### src/rtl/mdu_ctrl_pkg.sv
// Shared definitions for the multiply/divide unit: operation encodings
// carried on mdu_op_i, sequencer state encodings and the quotient value
// reported for a divide by zero.
package mdu_ctrl_pkg;

  // Operation codes driven by EX on mdu_op_i
  localparam logic [2:0] MDU_OP_NONE  = 3'd0;
  localparam logic [2:0] MDU_OP_MULT  = 3'd1;
  localparam logic [2:0] MDU_OP_MULTU = 3'd2;
  localparam logic [2:0] MDU_OP_DIV   = 3'd3;
  localparam logic [2:0] MDU_OP_DIVU  = 3'd4;
  localparam logic [2:0] MDU_OP_MTHI  = 3'd5;
  localparam logic [2:0] MDU_OP_MTLO  = 3'd6;

  // Sequencer states; anything other than IDLE means busy
  typedef enum logic [1:0] {
    MDU_ST_IDLE = 2'd0,
    MDU_ST_MUL  = 2'd1,
    MDU_ST_DIV  = 2'd2,
    MDU_ST_DONE = 2'd3
  } mdu_state_e;

  // LO written on a divide by zero (all quotient bits set, no trap)
  localparam logic [31:0] MDU_DIV0_LO = 32'hFFFF_FFFF;

endpackage

### src/rtl/mdu_iter_step.sv
// Combinational single step of the iterative multiply/divide datapath.
// The accumulator is 2*WIDTH wide and shared by both modes:
//   multiply: {partial_product_hi, multiplier_remaining}; a step adds the
//             multiplicand to the upper half when the LSB is set, then
//             shifts the whole thing right by one (carry shifts in).
//   divide:   {partial_remainder, dividend_remaining/quotient}; a step
//             shifts left by one, trial-subtracts the divisor and shifts
//             in the resulting quotient bit (restoring division).
module mdu_iter_step #(
  parameter int WIDTH = 32
) (
  input  logic                 div_mode_i,
  input  logic [2*WIDTH-1:0]   acc_i,
  input  logic [WIDTH-1:0]     opnd_i,
  output logic [2*WIDTH-1:0]   acc_o,
  output logic [WIDTH-1:0]     rem_o,
  output logic                 q_bit_o
);

  logic [WIDTH:0]       mul_sum;
  logic [2*WIDTH-1:0]   mul_acc;
  logic [WIDTH:0]       rem_sh;
  logic                 fits;

  // Shift-add: conditional add into the upper half, then shift right with carry
  always_comb begin
    mul_sum = {1'b0, acc_i[2*WIDTH-1:WIDTH]} + (acc_i[0] ? {1'b0, opnd_i} : {(WIDTH+1){1'b0}});
    mul_acc = {mul_sum, acc_i[WIDTH-1:1]};
  end

  // Restoring divide: shift in next dividend bit, keep the difference if it fits.
  // When it fits the true difference is below the divisor, so a WIDTH-bit
  // modular subtract already gives the exact remainder.
  always_comb begin
    rem_sh  = {acc_i[2*WIDTH-1:WIDTH], acc_i[WIDTH-1]};
    fits    = (rem_sh >= {1'b0, opnd_i});
    q_bit_o = fits;
    rem_o   = fits ? (rem_sh[WIDTH-1:0] - opnd_i) : rem_sh[WIDTH-1:0];
  end

  // Mode select for the combined accumulator view
  always_comb begin
    if (div_mode_i) begin
      acc_o = {rem_o, acc_i[WIDTH-2:0], q_bit_o};
    end else begin
      acc_o = mul_acc;
    end
  end

endmodule

### src/rtl/mdu_ctrl.sv
// Multiply/divide sequencer next to the EX-stage ALU. Owns HI/LO, runs
// MULT/MULTU/DIV/DIVU over 32 iterations plus one fix-up cycle and raises
// busy_o so the hazard unit stalls MFHI/MFLO and further MDU ops.
// Build option: define MDU_FAST_MUL_EN to replace the iterative multiply
// with a single-cycle WIDTH x WIDTH multiply (IDLE goes straight to DONE).
module mdu_ctrl
  import mdu_ctrl_pkg::*;
#(
  parameter int WIDTH = 32,
  parameter int CNT_W = 5
) (
  input  logic             clk,
  input  logic             rst_n,
  input  logic             start_i,
  input  logic [2:0]       mdu_op_i,
  input  logic [WIDTH-1:0] opnd1_i,
  input  logic [WIDTH-1:0] opnd2_i,
  input  logic             flush_i,
  output logic             busy_o,
  output logic             done_o,
  output logic [WIDTH-1:0] hi_o,
  output logic [WIDTH-1:0] lo_o
);

  mdu_state_e           state_q, state_d;
  logic [CNT_W-1:0]     cnt_q, cnt_d;
  logic [2*WIDTH-1:0]   acc_q, acc_d;
  logic [WIDTH-1:0]     opnd_q, opnd_d;
  logic                 neg_q_q, neg_q_d;
  logic                 neg_r_q, neg_r_d;
  logic                 div0_q, div0_d;
  logic                 is_div_q, is_div_d;
  logic [WIDTH-1:0]     hi_q, hi_d;
  logic [WIDTH-1:0]     lo_q, lo_d;

  logic                 signed_op;
  logic [WIDTH-1:0]     mag1, mag2;
  logic [2*WIDTH-1:0]   step_acc;
  logic [WIDTH-1:0]     step_rem;
  logic                 step_qbit;
  logic [2*WIDTH-1:0]   prod_fix;
  logic [WIDTH-1:0]     quo_fix, rem_fix;
  logic                 last_iter;

  mdu_iter_step #(
    .WIDTH (WIDTH)
  ) u_step (
    .div_mode_i (is_div_q),
    .acc_i      (acc_q),
    .opnd_i     (opnd_q),
    .acc_o      (step_acc),
    .rem_o      (step_rem),
    .q_bit_o    (step_qbit)
  );

  // Operand magnitudes for signed ops; unsigned ops pass raw operands
  always_comb begin
    signed_op = (mdu_op_i == MDU_OP_MULT) || (mdu_op_i == MDU_OP_DIV);
    mag1      = (signed_op && opnd1_i[WIDTH-1]) ? -opnd1_i : opnd1_i;
    mag2      = (signed_op && opnd2_i[WIDTH-1]) ? -opnd2_i : opnd2_i;
  end

  // Sign fix-up of the finished magnitude result; a zero divisor reports
  // an all-ones quotient and leaves the dividend (as issued) as remainder,
  // which the remainder sign fix reproduces exactly
  always_comb begin
    prod_fix = neg_q_q ? -acc_q : acc_q;
    quo_fix  = div0_q ? MDU_DIV0_LO[WIDTH-1:0]
                      : (neg_q_q ? -acc_q[WIDTH-1:0] : acc_q[WIDTH-1:0]);
    rem_fix  = neg_r_q ? -acc_q[2*WIDTH-1:WIDTH] : acc_q[2*WIDTH-1:WIDTH];
  end

  assign last_iter = (cnt_q == CNT_W'(WIDTH - 1));

  // Next-state, datapath load/step and HI/LO update; flush overrides all
  always_comb begin
    state_d  = state_q;
    cnt_d    = cnt_q;
    acc_d    = acc_q;
    opnd_d   = opnd_q;
    neg_q_d  = neg_q_q;
    neg_r_d  = neg_r_q;
    div0_d   = div0_q;
    is_div_d = is_div_q;
    hi_d     = hi_q;
    lo_d     = lo_q;
    done_o   = 1'b0;

    case (state_q)
      MDU_ST_IDLE: begin
        if (start_i) begin
          case (mdu_op_i)
            MDU_OP_MULT, MDU_OP_MULTU: begin
              neg_q_d  = signed_op & (opnd1_i[WIDTH-1] ^ opnd2_i[WIDTH-1]);
              neg_r_d  = signed_op & opnd1_i[WIDTH-1];
              div0_d   = 1'b0;
              is_div_d = 1'b0;
              cnt_d    = '0;
`ifdef MDU_FAST_MUL_EN
              acc_d    = {{WIDTH{1'b0}}, mag1} * {{WIDTH{1'b0}}, mag2};
              state_d  = MDU_ST_DONE;
`else
              acc_d    = {{WIDTH{1'b0}}, mag2};
              opnd_d   = mag1;
              state_d  = MDU_ST_MUL;
`endif
            end
            MDU_OP_DIV, MDU_OP_DIVU: begin
              neg_q_d  = signed_op & (opnd1_i[WIDTH-1] ^ opnd2_i[WIDTH-1]);
              neg_r_d  = signed_op & opnd1_i[WIDTH-1];
              div0_d   = (opnd2_i == '0);
              is_div_d = 1'b1;
              cnt_d    = '0;
              acc_d    = {{WIDTH{1'b0}}, mag1};
              opnd_d   = mag2;
              state_d  = MDU_ST_DIV;
            end
            MDU_OP_MTHI: hi_d = opnd1_i;
            MDU_OP_MTLO: lo_d = opnd1_i;
            default: ;
          endcase
        end
      end

      MDU_ST_MUL: begin
        acc_d = step_acc;
        cnt_d = cnt_q + CNT_W'(1);
        if (last_iter) begin
          state_d = MDU_ST_DONE;
        end
      end

      MDU_ST_DIV: begin
        acc_d = {step_rem, acc_q[WIDTH-2:0], step_qbit};
        cnt_d = cnt_q + CNT_W'(1);
        if (last_iter) begin
          state_d = MDU_ST_DONE;
        end
      end

      MDU_ST_DONE: begin
        done_o  = 1'b1;
        state_d = MDU_ST_IDLE;
        if (is_div_q) begin
          lo_d = quo_fix;
          hi_d = rem_fix;
        end else begin
          lo_d = prod_fix[WIDTH-1:0];
          hi_d = prod_fix[2*WIDTH-1:WIDTH];
        end
      end

      default: state_d = MDU_ST_IDLE;
    endcase

    if (flush_i) begin
      state_d = MDU_ST_IDLE;
      cnt_d   = '0;
      done_o  = 1'b0;
      hi_d    = hi_q;
      lo_d    = lo_q;
    end
  end

  // State, datapath and architectural register update
  always_ff @(posedge clk or negedge rst_n) begin
    if (!rst_n) begin
      state_q  <= MDU_ST_IDLE;
      cnt_q    <= '0;
      acc_q    <= '0;
      opnd_q   <= '0;
      neg_q_q  <= 1'b0;
      neg_r_q  <= 1'b0;
      div0_q   <= 1'b0;
      is_div_q <= 1'b0;
      hi_q     <= '0;
      lo_q     <= '0;
    end else begin
      state_q  <= state_d;
      cnt_q    <= cnt_d;
      acc_q    <= acc_d;
      opnd_q   <= opnd_d;
      neg_q_q  <= neg_q_d;
      neg_r_q  <= neg_r_d;
      div0_q   <= div0_d;
      is_div_q <= is_div_d;
      hi_q     <= hi_d;
      lo_q     <= lo_d;
    end
  end

  assign busy_o = (state_q != MDU_ST_IDLE);
  assign hi_o   = hi_q;
  assign lo_o   = lo_q;

endmodule

### config.mk
export PLATFORM = sky130hd
export DESIGN_NAME = mdu_ctrl
export DESIGN_NICKNAME = d
export VERILOG_FILES = /design/src/rtl/mdu_ctrl_pkg.sv /design/src/rtl/mdu_iter_step.sv /design/src/rtl/mdu_ctrl.sv
export SDC_FILE = /design/constraint.sdc
export NUM_CORES = 1
export LEC_CHECK = 0
export CAP_MARGIN = 40
export CORE_MARGIN = 10
export CORE_UTILIZATION = 54
export CTS_CLUSTER_SIZE = 12
export DETAILED_ROUTE_END_ITERATION = 10
export GPL_TIMING_DRIVEN = 0
export PLACE_DENSITY = 0.85
export SLEW_MARGIN = 30
export SYNTH_ARGS = -nofsm -noshare
export SYNTH_HDL_FRONTEND = slang
export SYNTH_SLANG_ARGS = --single-unit
export TNS_END_PERCENT = 50
### constraint.sdc
create_clock -name clk -period 3.4 [get_ports clk]
set_clock_uncertainty 0.1 [all_clocks]
set_input_delay 0.51 -clock clk [delete_from_list [all_inputs] [get_ports clk]]
set_output_delay 0.51 -clock clk [all_outputs]
set_load 0.02 [all_outputs]
# == Yosys cells after proc, flatten, opt, wreduce, memory -nomap -nowiden ==
# Cells that the tools add are included.
# Widths: inputs -> output; s select.
# classes
order_cmp,1
n_reduce_logical,21
add_sub_neg,8
bitwise,4
n_mux,34
eq_ne,18
# ops
cell,n
$mux 32,13
$mux 64,3
$pmux 32 s2,3
$pmux 64 s3,1
$neg 32->32,4
$pmux 64 s2,1
$neg 64->64,1
$add 32x33->33,1
$ge 33x32->1,1
$logic_not 32->1,1
$sub 32x32->32,1
$mux 5,3
$reduce_and 3->1,5
$pmux 5 s2,1
$eq 3x3->1 const B,3
$reduce_and 4->1,2
$eq 3x2->1 const B,2
$mux 2,3
$ne 3x1->1 const B,2
$ne 3x3->1 const B,2
$pmux 2 s3,1
$reduce_bool 2->1,3
$reduce_bool 3->1,2
$reduce_or 2->1,3
18 further kinds,24
# word_totals
out_inout_bits,66
ff_bits,171
wordCells,96
in_bits,71

# == Depth between registers and ports, before layout ==
# depth
depth_word,7
ltp_mapped,15
mapped_depth_nobuf,13

# == Modules after synthesis ==
# From an unflattened synthesis, not the netlist that was laid out.
# unflattened
hier_cells,2119
hier_area_um2,16649.7
# modules_own_cells
module,cells_each,instances,seq_area_each_um2,area_per_inst_um2
mdu_ctrl,1422,1,4279.1,11813.8
mdu_iter_step,697,1,0.0,4835.9

# == Worst setup path before layout ==
# Ideal clock, no wire load.
# synth_timing
path_kind,reg2reg
from,register acc_q[0]
to,register acc_q[58]
setup_slack_ns,-0.005
setup_ns,0.126
path_buffers,2
arrival_time_ns,3.179
required_ns,3.174
path_stages_with_launch,15
synth_period_minus_slack_ns,3.405
cell_sequence,dfrtp_1 -> clkbuf_1 -> inv_1 -> clkbuf_1 -> nor2_1 -> ha_1 -> o211ai_1 -> o21ai_0 -> o2111ai_1 -> a211oi_1 -> a21oi_1 -> o21ai_0 -> o22ai_1 -> xnor2_1 -> a221o_1
# synth_between
elab_chain_cells,4
# synth_rtl
element,line,text
from (decl),mdu_ctrl.sv:27,"logic [2*WIDTH-1:0] acc_q, acc_d;"
from (signal assigned),mdu_ctrl.sv:170,acc_q <= '0;
from (signal assigned),mdu_ctrl.sv:181,acc_q <= acc_d;
$mux 32,mdu_iter_step.sv:27,"mul_sum = {1'b0, acc_i[2*WIDTH-1:WIDTH]} + (acc_i[0] ? {1'b0, opnd_i} : {(WIDTH+1){1'b0}});"
$add 32x33->33,mdu_iter_step.sv:27,
$mux 64,mdu_iter_step.sv:43,if (div_mode_i) begin
$pmux 64 s3,mdu_ctrl.sv:89,case (state_q)
# No other way between the ends.
# A chain may end at the register's enable or synchronous reset.

# == Worst setup path in the final report ==
# layout_timing
from,register acc_q[0]
to,register acc_q[57]
# Same word-level chain as after synthesis.

==> run summary <==
=================================================================================================
Total number of placement rows .....................................................           61
Detail Route Antenna Nets ..........................................................            0
Sinks on Clock Net .................................................................          171
Startpoint types ...................................................................    flip-flop
Drt initial violations .............................................................         2422
GPL Wtd Cong .......................................................................         1.08
Post-Syn Area ...................................................................... 0.0152 sq mm
Post-layout min period .............................................................      3400 ps
Worst-path cell chain .............................................................. inv_4 -> buf_8 -> nor2_1 -> ha_1 -> a21oi_2 -> o21ai_0 -> nor2_1 -> a211oi_4 -> nand2b_4 -> a21oi_1 -> o31ai_2 -> xor2_1 -> a221o_1
Number of I/O port buffers .........................................................          134
Overall via count from detail_route ................................................        16900
Area of the core region ............................................................ 0.0278 sq mm
Status ............................................................................. finished, final reports clean
Max-cap violation count ............................................................            0
Max-slew violation count ...........................................................            0
Clock tree from TritonCTS ..........................................................        built
Count of state elements after synthesis ............................................          171
First-pass GRT wire length .........................................................     93200 um
Area contributors post-synth ....................................................... sky130_fd_sc_hd__dfrtp_1 28%, sky130_fd_sc_hd__o21ai_0 7.1%, sky130_fd_sc_hd__ha_1 6.2%
Per-cell routed wire length ........................................................      24.3 um
Count of flip-flops with a built-in enable after synthesis .........................            0
DIE HEIGHT .........................................................................       188 um
Worst rel slew slack ...............................................................        35.5%
Net count, final ...................................................................         2316
Final setup fails ..................................................................            0
Post-DR vias/cell ..................................................................         6.62
Family with the most delay on the worst path ....................................... compound AO/OA/AOI/OAI gates
Leakage component of the power .....................................................      7.88 nW
Number of buffers created by CTS ...................................................           17
CTS HTree Levels ...................................................................            4
CP arrival .........................................................................      3650 ps
Number of antenna violations at the first check in global routing ..................            2
Net count of the mapped netlist ....................................................         2148
Post-synth top area cell ........................................................... sky130_fd_sc_hd__dfrtp_1
Syn Area/Cell ......................................................................   7.60 sq um
Least setup slack across all paths after layout ....................................      4.53 ps
Footprint of the flip-flops and latches ............................................ 0.00429 sq mm
Cell at the slowest stage of the critical path ..................................... sky130_fd_sc_hd__dfrtp_2
Count of unresolved DRC violations after routing ...................................            0
Effective utilization at floorplan .................................................        54.7%
Cells after Synth ..................................................................         2000
Most numerous cell on the critical path ............................................ sky130_fd_sc_hd__nor2_1
Post-placement setup slack .........................................................     -1040 ps
Pin count of the biggest net entering global routing ...............................           70
Largest stage delay on the critical path ...........................................       430 ps
Final period util ..................................................................        99.9%
Worst min-delay path class .........................................................      reg2reg
Area share of the largest cell type after synthesis ................................        28.1%
Crit path max fanout ...............................................................           10
Fraction of registers with async set or reset after synthesis ......................         100%
Root Driver ........................................................................ sky130_fd_sc_hd__clkbuf_16
Width of the chip ..................................................................       188 um
Dominant synthesized flop cell ..................................................... sky130_fd_sc_hd__dfrtp_1
Class of the most critical setup path ..............................................      reg2reg
Number of global-route vias before repair ..........................................        16100
CTS clk-pin slew, worst paths ......................................................        70 ps
Worst-margin pin slew ..............................................................       962 ps
Full die area ...................................................................... 0.0353 sq mm
Data required time of the worst path ...............................................      3660 ps
IR drop worst, VDD .................................................................   0.000516 V
Power Dens Cells ...................................................................  838 mW/mm^2
Wire length reported by the detailed router ........................................     62200 um
Sequential cell area fraction in the yosys report ..................................        28.1%
Gr usage total .....................................................................        33.6%
Layout area overhead ...............................................................        20.9%
Critical path buffer and inverter count ............................................            2
Top-count cell post-synth .......................................................... sky130_fd_sc_hd__nand2_1
Maximum buffer depth of the clock tree .............................................            2
Insertion delay to the later sink of the worst-skew pair ...........................       470 ps
Detailed-placement wirelength estimate .............................................     48600 um
Share of final-layout standard cells stronger than drive strength 1 ................        7.89%
Most numerous cell types in the synthesized netlist ................................ 238 x sky130_fd_sc_hd__nand2_1, 216 x sky130_fd_sc_hd__o21ai_0, 208 x sky130_fd_sc_hd__nor2_1
Critical path endpoint category ....................................................    flip-flop
Multi-input logic area ............................................................. 0.0106 sq mm
Fillers ............................................................................         2410
Count of final hold-check violations ...............................................            0
First-pass detailed-route iteration total ..........................................            6
Peak clock frequency supported by timing ...........................................    0.295 GHz
I/O pin cnt ........................................................................          137
Number of distinct library cell variants in the gate-level netlist after synthesis .           77
Number of warnings printed during yosys synthesis ..................................            0
Overflow after GRT .................................................................            0
Unrepaired setup endpoints after global routing ....................................         true
Power, Total .......................................................................      15.4 mW
=================================================================================================
registers in the layout, summed over array words and instances, names as in the netlist:
signal and cells:
state_q 2, neg_q_q 1, cnt_q 5, div0_q 1, lo_o 32, acc_q 64
neg_r_q 1, is_div_q 1, opnd_q 32, hi_o 32
timing repair:
| item | CTS | global route |
|---|---|---|
| pin swaps | 7 | 36 |
| gates resized for setup | 59 | 75 |
| buffers inserted | 9 | 18 |
| endpoints found under the hold margin | 42 | 0 |
| endpoints found under the setup margin | 103 | 81 |
| hold buffers | 1 | 0 |
kinds of logic (layout without fill, tap and decap cells):
family	after synthesis	after routing	synth area share [%]
AO/OA/AOI/OAI	670	670	27.4
AND/OR/NAND/NOR	657	657	19.6
buffers and inverters	200	380	5.00
XOR/XNOR	172	172	9.91
flip-flops	171	171	28.1
adder cells (fa/ha/maj)	77	77	6.44
multiplexers	53	53	3.51
other	0	1	0
layout make-up:
class                      instances  area share, %
multi-input combinational       1629           57.8
sequential                       171           23.3
timing repair buffer             165           8.83
buffer                           115           2.72
tap                              378           2.57
clock buffer                      21           2.50
inverter                          69           1.43
clock inverter                    10          0.769
antenna                            1         0.0136
placed cells by master, fill, tap and decap left out, types with 17 or more instances in the layout:
| cell type | synthesis | final |
|---|---|---|
| sky130_fd_sc_hd__xor2_1 | 74 | 74 |
| sky130_fd_sc_hd__dfrtp_1 | 171 | 164 |
| sky130_fd_sc_hd__mux2i_1 | 50 | 50 |
| sky130_fd_sc_hd__nor2_1 | 208 | 206 |
| sky130_fd_sc_hd__inv_1 | 68 | 67 |
| sky130_fd_sc_hd__a21o_1 | 41 | 40 |
| sky130_fd_sc_hd__o22ai_1 | 39 | 39 |
| sky130_fd_sc_hd__a21oi_1 | 151 | 146 |
| sky130_fd_sc_hd__o21ai_0 | 216 | 210 |
| sky130_fd_sc_hd__a211oi_1 | 29 | 19 |
| sky130_fd_sc_hd__o31ai_1 | 24 | 21 |
| sky130_fd_sc_hd__clkbuf_1 | 116 | 93 |
| sky130_fd_sc_hd__buf_4 | 0 | 30 |
| sky130_fd_sc_hd__xnor2_1 | 98 | 98 |
| sky130_fd_sc_hd__clkdlybuf4s50_1 | 0 | 132 |
| sky130_fd_sc_hd__a22oi_1 | 44 | 44 |
| sky130_fd_sc_hd__nand2_1 | 238 | 238 |
| sky130_fd_sc_hd__nor3_1 | 37 | 31 |
| sky130_fd_sc_hd__clkbuf_16 | 0 | 18 |
| sky130_fd_sc_hd__or4_1 | 20 | 17 |
| sky130_fd_sc_hd__ha_1 | 75 | 66 |
| sky130_fd_sc_hd__nand3_1 | 30 | 29 |
| sky130_fd_sc_hd__a31oi_1 | 21 | 20 |
power breakdown:
part / internal (mW) / total (mW) / switching [mW] / leakage [nW]
registers: 2.86 / 3.74 / 0.881 / 2.16
clock network: 1.19 / 2.13 / 0.935 / 0.290
logic: 3.55 / 9.54 / 5.99 / 5.43
per-stage QoR:
stage	util [%]	instance area (sq um)	hold slack [ps]	setup TNS (ps)	instances
detailed placement	61.5	17100	325	-52230	2515
CTS	64.6	18000	385	-1.69	2548
finish	66.2	18400	382	0	2559
global route	66.2	18400	405	-295	2558
floorplan	-	15200	114	0	2000
global placement	61.3	17000	362	-975260	2512
worst paths after layout:
kind                                           start               endpoint  slack (ps)  cells past startpoint
worst min register to register  hi_o[21]$_DFFE_PN0P_   hi_o[21]$_DFFE_PN0P_         380                      1
worst max register to register  acc_q[0]$_DFFE_PN0P_  acc_q[57]$_DFFE_PN0P_           5                     13
worst max-delay path            acc_q[0]$_DFFE_PN0P_  acc_q[57]$_DFFE_PN0P_           5                     13
max in group asynchronous                      rst_n  acc_q[33]$_DFFE_PN0P_        2050                      3
worst min-delay path            hi_o[21]$_DFFE_PN0P_   hi_o[21]$_DFFE_PN0P_         380                      1
min in group asynchronous                      rst_n   lo_o[19]$_DFFE_PN0P_         410                      2
per-layer routing:
metal / GRT usage [%] / share of wire (%) / vias up
met1: 40.1 / 38 / 7995
li1: - / - / 7541
met4: 19.2 / 6.6 / 4
met5: 0 / 0.034 / -
met2: 52.7 / 45 / 1112
met3: 10.3 / 11 / 279
Power figures use the tool's default switching activity.
